==> config.mk <==
export PLATFORM = sky130hd
export DESIGN_NAME = ccff_bitstream_loader
export DESIGN_NICKNAME = d
export VERILOG_FILES = /design/src/rtl/ccff_loader_pkg.sv /design/src/rtl/ccff_piso_shifter.sv /design/src/rtl/ccff_bitstream_loader.sv
export SDC_FILE = /design/constraint.sdc
export NUM_CORES = 1
export LEC_CHECK = 0
export CAP_MARGIN = 10
export CELL_PAD_IN_SITES_DETAIL_PLACEMENT = 0
export CELL_PAD_IN_SITES_GLOBAL_PLACEMENT = 1
export CORE_MARGIN = 4
export CORE_UTILIZATION = 44
export CTS_CLUSTER_DIAMETER = 150
export DETAILED_ROUTE_END_ITERATION = 10
export HOLD_SLACK_MARGIN = 0.1
export PLACE_DENSITY_LB_ADDON = 0.1
export SETUP_SLACK_MARGIN = 0.5
export SYNTH_ARGS = -nofsm -noshare
export SYNTH_HDL_FRONTEND = slang
export SYNTH_SLANG_ARGS = --single-unit
==> constraint.sdc <==
create_clock -name prog_clk -period 4.34 [get_ports prog_clk]
set_input_delay 0.868 -clock prog_clk [delete_from_list [all_inputs] [get_ports prog_clk]]
set_output_delay 0.868 -clock prog_clk [all_outputs]
set_load 0.1 [all_outputs]
==> src/rtl/ccff_loader_pkg.sv <==
// Shared types for the configuration-chain loader: FSM state encoding and a
// helper giving the start-to-done cycle count of one load.
package ccff_loader_pkg;

  localparam int unsigned STATE_W = 2;

  typedef enum logic [STATE_W-1:0] {
    IDLE  = 2'd0,
    LOAD  = 2'd1,
    SHIFT = 2'd2,
    DONE  = 2'd3
  } ccff_state_e;

  // Cycles from the start cycle to the done cycle with s_valid held high.
  function automatic int unsigned load_cycles(input int unsigned chain_len,
                                              input int unsigned word_w);
    return chain_len + (chain_len + word_w - 1) / word_w + 1;
  endfunction

endpackage

==> src/rtl/ccff_piso_shifter.sv <==
// Parallel-in/serial-out word register, MSB first, tracking how many bits of
// the current word are still to be shifted.
module ccff_piso_shifter #(
  parameter int unsigned WORD_W = 8
) (
  input  logic              clk,
  input  logic              rst_n,
  input  logic              load,
  input  logic              shift,
  input  logic [WORD_W-1:0] data,
  output logic              next_msb_c,
  output logic              empty,
  output logic              last_c
);

  localparam int unsigned WB_W = $clog2(WORD_W + 1);

  logic [WORD_W-1:0] sreg;
  logic [WORD_W-1:0] sreg_shl;
  logic [WB_W-1:0]   word_bits;

  assign sreg_shl = sreg << 1;

  always_ff @(posedge clk or negedge rst_n) begin
    if (!rst_n) begin
      sreg      <= '0;
      word_bits <= '0;
    end else if (load) begin
      sreg      <= data;
      word_bits <= WB_W'(WORD_W);
    end else if (shift && !empty) begin
      sreg      <= sreg_shl;
      word_bits <= word_bits - WB_W'(1);
    end
  end

  // Bit presented after the next shift; lets the caller register ccff_head.
  assign next_msb_c = sreg_shl[WORD_W-1];
  assign empty      = (word_bits == '0);
  assign last_c     = (word_bits == WB_W'(1));

endmodule

==> src/rtl/ccff_bitstream_loader.sv <==
// Serialises host configuration words onto the ccff chain head for exactly
// CHAIN_LEN shift cycles. Optional readback of the old chain: CCFF_READBACK_EN.
module ccff_bitstream_loader
  import ccff_loader_pkg::*;
#(
  parameter int unsigned CHAIN_LEN = 8,
  parameter int unsigned WORD_W    = 8
) (
  input  logic              prog_clk,
  input  logic              prog_rst_n,
  input  logic              start,
  input  logic [WORD_W-1:0] s_data,
  input  logic              s_valid,
  output logic              s_ready,
  output logic              ccff_head,
  output logic              ccff_shift_en,
  output logic              busy,
  output logic              done
`ifdef CCFF_READBACK_EN
  ,
  input  logic              ccff_tail,
  output logic [WORD_W-1:0] m_data,
  output logic              m_valid
`endif
);

  localparam int unsigned CNT_W = $clog2(CHAIN_LEN + 1);

  ccff_state_e      state;
  ccff_state_e      next_state;
  logic [CNT_W-1:0] bit_cnt;
  logic             accept_c;
  logic             shift_c;
  logic             last_bit_c;
  logic             word_last_c;
  logic             word_empty_c;
  logic             next_msb_c;
  logic             head_d;

  assign accept_c   = (state == LOAD) && s_valid;
  assign shift_c    = (state == SHIFT) && !word_empty_c;
  assign last_bit_c = (bit_cnt == CNT_W'(CHAIN_LEN - 1));

  ccff_piso_shifter #(
    .WORD_W (WORD_W)
  ) u_piso (
    .clk        (prog_clk),
    .rst_n      (prog_rst_n),
    .load       (accept_c),
    .shift      (shift_c),
    .data       (s_data),
    .next_msb_c (next_msb_c),
    .empty      (word_empty_c),
    .last_c     (word_last_c)
  );

  // Next state and the head bit to present during the following cycle.
  always_comb begin
    next_state = state;
    head_d     = 1'b0;
    case (state)
      IDLE: if (start) next_state = LOAD;
      LOAD: begin
        if (s_valid) begin
          next_state = SHIFT;
          head_d     = s_data[WORD_W-1];
        end
      end
      SHIFT: begin
        if (last_bit_c)       next_state = DONE;
        else if (word_last_c) next_state = LOAD;
        else                  head_d     = next_msb_c;
      end
      DONE:    next_state = IDLE;
      default: next_state = IDLE;
    endcase
  end

  always_ff @(posedge prog_clk or negedge prog_rst_n) begin
    if (!prog_rst_n) begin
      state         <= IDLE;
      s_ready       <= 1'b0;
      ccff_head     <= 1'b0;
      ccff_shift_en <= 1'b0;
      busy          <= 1'b0;
      done          <= 1'b0;
      bit_cnt       <= '0;
    end else begin
      state         <= next_state;
      s_ready       <= (next_state == LOAD);
      ccff_head     <= head_d;
      ccff_shift_en <= (next_state == SHIFT);
      busy          <= (next_state == LOAD) || (next_state == SHIFT);
      done          <= (next_state == DONE);
      if ((state == IDLE) && start) bit_cnt <= '0;
      else if (shift_c)             bit_cnt <= bit_cnt + CNT_W'(1);
    end
  end

`ifdef CCFF_READBACK_EN
  localparam int unsigned RB_W = $clog2(WORD_W + 1);

  logic [WORD_W-1:0] rb_reg;
  logic [WORD_W-1:0] rb_next_c;
  logic [RB_W-1:0]   rb_cnt;
  logic              rb_flush_c;

  assign rb_next_c  = WORD_W'({rb_reg, ccff_tail});
  assign rb_flush_c = (rb_cnt == RB_W'(WORD_W - 1)) || last_bit_c;

  // Collect the displaced chain bits; a short final word is left-aligned.
  always_ff @(posedge prog_clk or negedge prog_rst_n) begin
    if (!prog_rst_n) begin
      rb_reg  <= '0;
      rb_cnt  <= '0;
      m_data  <= '0;
      m_valid <= 1'b0;
    end else begin
      m_valid <= 1'b0;
      if (shift_c) begin
        if (rb_flush_c) begin
          m_valid <= 1'b1;
          m_data  <= rb_next_c << (RB_W'(WORD_W - 1) - rb_cnt);
          rb_reg  <= '0;
          rb_cnt  <= '0;
        end else begin
          rb_reg  <= rb_next_c;
          rb_cnt  <= rb_cnt + RB_W'(1);
        end
      end
    end
  end
`endif

endmodule

# Word-level counts from Yosys, hierarchy flattened
# Cells that the tools add are included.
[totals]
ff_bits = 22
in_bits = 12
wordCells = 44
out_inout_bits = 5
[classes]
mux = 15
n_eq_ne = 8
add_sub_neg = 2
reduce_logical = 10
[op_table]
columns = ["operator", "count"]
rows = [
  ["$mux W4", 4],
  ["$mux W7", 2],
  ["$eq A2 B2 Y1 const B", 4],
  ["$mux W2", 4],
  ["$pmux W2 S4", 1],
  ["$add A4 B1 Y4 const B", 1],
  ["$eq A2 B1 Y1 const B", 2],
  ["$eq A4 B1 Y1 const B", 1],
  ["$eq A4 B3 Y1 const B", 1],
  ["$logic_and A1 B1 Y1", 4],
  ["$logic_not A4 Y1", 1],
  ["$reduce_bool A2 Y1", 2],
  ["$sub A4 B1 Y4 const B", 1],
  ["$mux W1", 3],
  ["$logic_not A2 Y1", 1],
  ["$pmux W1 S2", 1],
  ["$logic_not A1 Y1", 1],
  ["$logic_or A1 B1 Y1", 1],
]

# Longest topological paths before layout
[logic_depth]
depth_word = 6
depth_mapped = 8
mapped_depth_nobuf = 7

# Modules after synthesis
# From an unflattened synthesis, not the netlist that was laid out.
[unflattened]
hier_cells = 119
hier_area_um2 = 1247.4
[modules_own_cells]
columns = ["mod", "cells_each", "seq_area_each_um2", "area_per_inst_um2", "n_inst"]
rows = [
  ["ccff_piso_shifter", 65, 275.3, 629.4, 1],
  ["ccff_bitstream_loader", 54, 275.3, 618.1, 1],
]

# Least setup slack after synthesis
# Ideal clock, no wire load.
[synth_timing]
kind = "reg-to-output"
start = "register busy"
end = "output port busy"
t_arrival_ns = 0.883
required_ns = 3.472
path_slack_ns = 2.589
path_buffers = 0
path_stages_with_launch = 1
cell_sequence = "dfrtp_1"
[synth_rtl]
columns = ["item", "line_no", "source"]
rows = [
  ["start: declaration", "ccff_bitstream_loader.sv:17", "output logic busy,"],
  ["start signal: assignment", "ccff_bitstream_loader.sv:93", "busy <= (next_state == LOAD) || (next_state == SHIFT);"],
]
# No word-level cell between the ends.

# Worst setup path after layout
[layout_timing]
start = "register done"
end = "output port done"
[layout_rtl]
columns = ["item", "line_no", "source"]
rows = [
  ["start: declaration", "ccff_bitstream_loader.sv:18", "output logic done"],
  ["start signal: assignment", "ccff_bitstream_loader.sv:94", "done <= (next_state == DONE);"],
]
# No word-level cell between the ends.

==> flow_metrics.py <==
metrics = {
    "critical_path": {
        "end_kind": "output pin",
        "critical_path.max_stage_delay_ns": 1.13,
        "cpMaxStageDelayCell": "clkdlybuf4s50_1",
        "critical_path_buf_inv_count": 1,
        "start_kind": "register",
        "arrival_ns": 1.79,
        "crit_cells": 1,
        "critPathMaxFanout": 1,
        "crit_family": "buffers and inverters",
        "r2r_cells": 6,
        "criticalPathCategory": "register to output pin",
        "path_cells": "clkdlybuf4s50_1",
        "cp.required_ns": 3.47,
    },
    "synth": {
        "yosysWarnings": 0,
        "syn_nets": 144,
        "synth_seq_cells": 22,
        "synth_edf_count": 0,
        "syn_avg_cell_area_um2": 9.68,
        "synth_cell_types": 32,
        "async_flop_share": 1.00,
        "netlist_area_mm2": 0.00118,
        "ys.flop_type": "dfrtp_1",
        "seq_area_frac_synth": 0.466,
        "synth_cells": 122,
    },
    "status": {
        "outcome": "complete, no violations",
    },
    "cells_and_area": {
        "layout_commonest_cell": "dfrtp_1",
        "area_growth_pct": 16.5,
        "fin_nets": 160,
        "antenna_cells": 0,
        "fin_cells": 166,
        "drive_gt1_frac": 0.0515,
        "mostFrequentLayoutCells": "22 x dfrtp_1, 16 x clkdlybuf4s50_1, 15 x o21ai_0",
    },
    "sta": {
        "rsz0062_at_grt": "no",
        "relSlewSlack": 0.321,
        "hold_viol_final": 0,
        "tns_ns": 0,
        "whs_ns": 0.545,
        "worst_pin_slew_ns": 1.02,
        "maxSlewViolCount": 0,
        "max_clock_freq_mhz": 377,
        "min_period_ns": 2.65,
        "setup_violations": 0,
        "finalCritPeriodShare": 0.612,
        "fin_skew_ns": 0.00545,
    },
    "global_routing": {
        "grt_pass1_wl_mm": 3.95,
        "grt_antenna_before_repair": 0,
        "grt_overflow": 0,
        "track_usage": 0.148,
        "grt_max_degree": 23,
        "grt_pass1_vias": 859,
    },
    "floorplan": {
        "dieWidth_um": 59.8,
        "num_rows": 18,
        "ios": 17,
        "die_y_um": 59.8,
        "dieArea_mm2": 0.00358,
        "core_area_mm2": 0.00252,
        "start_util": 0.468,
    },
    "clocking": {
        "cts.sinks": 22,
        "clk_latency_ns": 0.31,
        "root_buffer": "clkbuf_4",
        "cts_made_buffers": 3,
        "htree_num_levels": 1,
        "hold_buffers": 0,
        "cts_tree": "yes",
        "cts_setup_buffers": 0,
        "cts_buffer_depth": 2,
        "cts_resized": 0,
        "path_clk_slew_ns": 0.12,
    },
    "placed_design": {
        "io_buffers": 16,
        "place_hpwl_mm": 1.69,
        "placedCellCount": 163,
        "gp_congestion": 0.760,
    },
    "power": {
        "p_leak_nw": 0.587,
        "ir_drop_v": 0.000571,
        "power.density_mw_per_mm2": 651,
    },
    "route": {
        "avgViaCountPerCell": 5.73,
        "ant_nets": 0,
        "dr.pass1.iters": 4,
        "drtIter0Drc": 41,
        "finalWirelength_mm": 2.40,
        "num_vias": 952,
        "wl_per_cell_um": 14.4,
        "drc": 0,
    },
    "hold_path": {
        "hold_depth": 2,
        "min-delay-path-class": "register to register",
    },
    "run": {
        "maxCapViolCount": 0,
    },
}
## worst paths after layout
kind / end / slack (ns) / from
worst max register to register: busy / 2.20 / state[0]
worst min register to register: u_piso.sreg[0] / 0.54 / u_piso.sreg[0]
max in group asynchronous: u_piso.sreg[4] / 2.63 / prog_rst_n
worst max-delay path: done / 1.69 / done
min in group asynchronous: bit_cnt[2] / 1.10 / prog_rst_n
worst min-delay path: u_piso.sreg[0] / 0.54 / u_piso.sreg[0]
## cells by family (layout without fill, tap and decap cells)
family | count (synthesis) | after routing | share of synthesized area
compound gates | 38 | 38 | 0.191
fa+ha+maj | 10 | 10 | 0.106
buf+inv | 11 | 25 | 0.0403
flops | 22 | 22 | 0.466
simple gates | 41 | 41 | 0.197
## per-layer routing
layer  global-route usage  part of all wire  up-vias
met5                    0                 0        -
met4               0.0665             0.019        0
met3               0.0259             0.052        5
met2                0.219              0.44       28
met1                0.209              0.49      453
li1                     -                 -      466
## cell usage after synthesis, drive strengths merged, types with 2 or more instances
master	instances	area, um^2
or4b	2	20.0
o21ai	15	75.1
nand4b	2	17.5
nand4	2	12.5
buf	3	17.5
nand2	11	41.3
nor2	7	26.3
nor2b	3	18.8
dfrtp	22	551
a31oi	6	37.5
or3b	2	20.0
a21oi	9	45.0
inv	6	22.5
clkbuf	2	7.51
a21boi	2	15.0
ha	10	125
nand3	5	25.0
## sequential cells by signal (all words and copies together), names as in the netlist
name              flops
bit_cnt               4
u_piso.sreg           7
busy                  1
u_piso.word_bits      4
done                  1
ccff_shift_en         1
ccff_head             1
s_ready               1
state                 2
## power by group
part | internal [mW] | switching, mW
clock network | 0.0324 | 0.0612
logic | 0.150 | 0.320
registers | 0.283 | 0.0486
## cell type report
class	instances	area, um^2
clock buffers	3	22.5
fillers	250	1150
inverters	6	22.5
multi-input cells	89	583
flip-flops and latches	22	551
well taps	30	37.5
repair buffers	16	160
## stage by stage
stage	area [um^2]	util	worst slack, ns	power, mW
after floorplan	1180	-	2.59	0.694
final	1380	0.546	1.69	0.895
after global placement	1350	0.537	2.04	0.800
after CTS	1380	0.546	1.67	0.901
after global routing	1380	0.546	1.64	0.969
after detailed placement	1350	0.537	2.03	0.807
Power figures use the tool's default switching activity.
==> variant, RTL diff (same settings) <==
`WORD_W` is set to 8 in 2 places; all go to 4.
--- a/src/rtl/ccff_piso_shifter.sv
+++ b/src/rtl/ccff_piso_shifter.sv
@@ -3,3 +3,3 @@
 module ccff_piso_shifter #(
-  parameter int unsigned WORD_W = 8
+  parameter int unsigned WORD_W = 4
 ) (
--- a/src/rtl/ccff_bitstream_loader.sv
+++ b/src/rtl/ccff_bitstream_loader.sv
@@ -6,3 +6,3 @@
   parameter int unsigned CHAIN_LEN = 8,
-  parameter int unsigned WORD_W    = 8
+  parameter int unsigned WORD_W    = 4
 ) (
Ports: changed (resized s_data); port bits go from 17 to 13. No check against the original RTL was run, so the function may have changed too.
==> variant against the unedited design <==
- clock power shrank 9.2%
- utilization grew 0.71 points
- via count shrank 20%
- non-clock buffer count shrank 4
- sequential cell count shrank 5
- final area shrank 18%
- sequential share of layout area shrank 2.3 points
- synthesized area shrank 17%
- worst setup slack gained 0.037 ns
- clock skew shrank 0.0045 ns
- wire length shrank 20%
- power shrank 17%
==> variant: results (changes against the unedited design) <==
Finish
  • Share of cells above drive strength 1: 0.0364 (-0.0151)
  • NumNets Final: 130 (-19%)
  • Top flop regs: bit_cnt x4, u_piso.sreg x3, u_piso.word_bits x3
  • Fill cells: 210 (-16%)

Worst setup path
  • Setup crit start: busy
  • FF-to-FF setup slack: 2.13 ns (-0.07 ns)
  • Arr. time, crit path: 1.75 ns (-0.04 ns)

Power
  • Leak: 0.000508 uW (-13%)

Timing
  • Slew margin rel.: 0.353 (+0.0325)

Global routing
  • GRT Overall Usage: 0.159 (+0.0111)
  • First-pass GRT wire length: 3.37 mm (-14%)
  • Number of global-route vias before repair: 721 (-16%)
  • Largest net degree at the start of global routing: 18 (-22%)

Synthesis
  • Fraction of synthesized area in multiplexers: 0.0205 (+0.0205)
  • Synth Area in Compound Gates: 0.179 (-0.0114)
  • Synth cell count leaders: dfrtp_1, ha_1, o21ai_1
  • Sequential area share after synthesis: 0.435 (-0.0308)
  • Syn Nets: 118 (-18%)

Routing
  • Routed via count: 765 (-20%)

Hold path
  • Worst min-delay path endpoint: u_piso.sreg[1]
  • Critical hold path startpoint: u_piso.sreg[1]

Placed design
  • IO buf count: 12 (-4)
  • HPWL after DPL: 1.44 mm (-15%)

Clocking
  • Clock Latency Late Sink: 0.29 ns (-0.02 ns)
  • Clock-pin transition on the worst setup and hold timing paths: 0.10 ns (-0.02 ns)

Outcome
  • Status: completed
variant: cell count changes in the layout (fill, tap and decap cells not counted), sizes merged, moves of 4 or more:
cell           delta
a31oi             -4
nand2b            +5
a21oi             -4
nand2             -5
o21ai             -7
nor2              -5
dfrtp             -5
clkdlybuf4s50     -4
variant: power groups by stage:
stage | sequential (uW) | clock [uW] | combinational, uW
finish | 232 | 85.1 | 425
global placement | 235 | 0 | 420
CTS | 232 | 88.6 | 429
detailed placement | 235 | 0 | 427
floorplan | 348 | 0 | 223
global route | 238 | 94.6 | 473
variant: final cells by class:
type,count,area (sq um),area share
multi-input combinational,70,497,0.440
tap,27,33.8,0.0299
clock buffer,4,26.3,0.0233
inverter,7,26.3,0.0233
sequential,17,425,0.377
timing repair buffer,12,120,0.106
variant: kinds of logic (layout without fill, tap and decap cells):
family | Yosys count | count (layout)
AOI/OAI and AO/OA | 27 | 27
adders and majority gates | 11 | 11
buffers and inverters | 12 | 23
DFF | 17 | 17
muxes | 2 | 2
and+or+nand+nor | 30 | 30
variant: worst max path at each step:
stage	end	slack, ns
final	busy	1.72
after global routing	done	1.65
after CTS	busy	1.70
after detailed placement	busy	2.01
after global placement	busy	2.04
after floorplan	busy	2.59
variant: stage by stage:
stage	setup WS [ns]	total power, uW	utilization	instances
detailed placement	2.01	663	0.540	133
floorplan	2.59	571	-	99
global placement	2.04	654	0.540	133
CTS	1.70	750	0.553	137
finish	1.72	742	0.553	137
global route	1.65	806	0.553	137
variant: routing by layer:
layer / global-route usage / wire length (microns) / share of wire / up-vias
li1: - / - / - / 378
met1: 0.218 / 939 / 0.49 / 369
met2: 0.244 / 878 / 0.46 / 14
met3: 0.0241 / 80 / 0.042 / 4
met4: 0.0729 / 27 / 0.014 / 0
met5: 0 / 0 / 0 / -
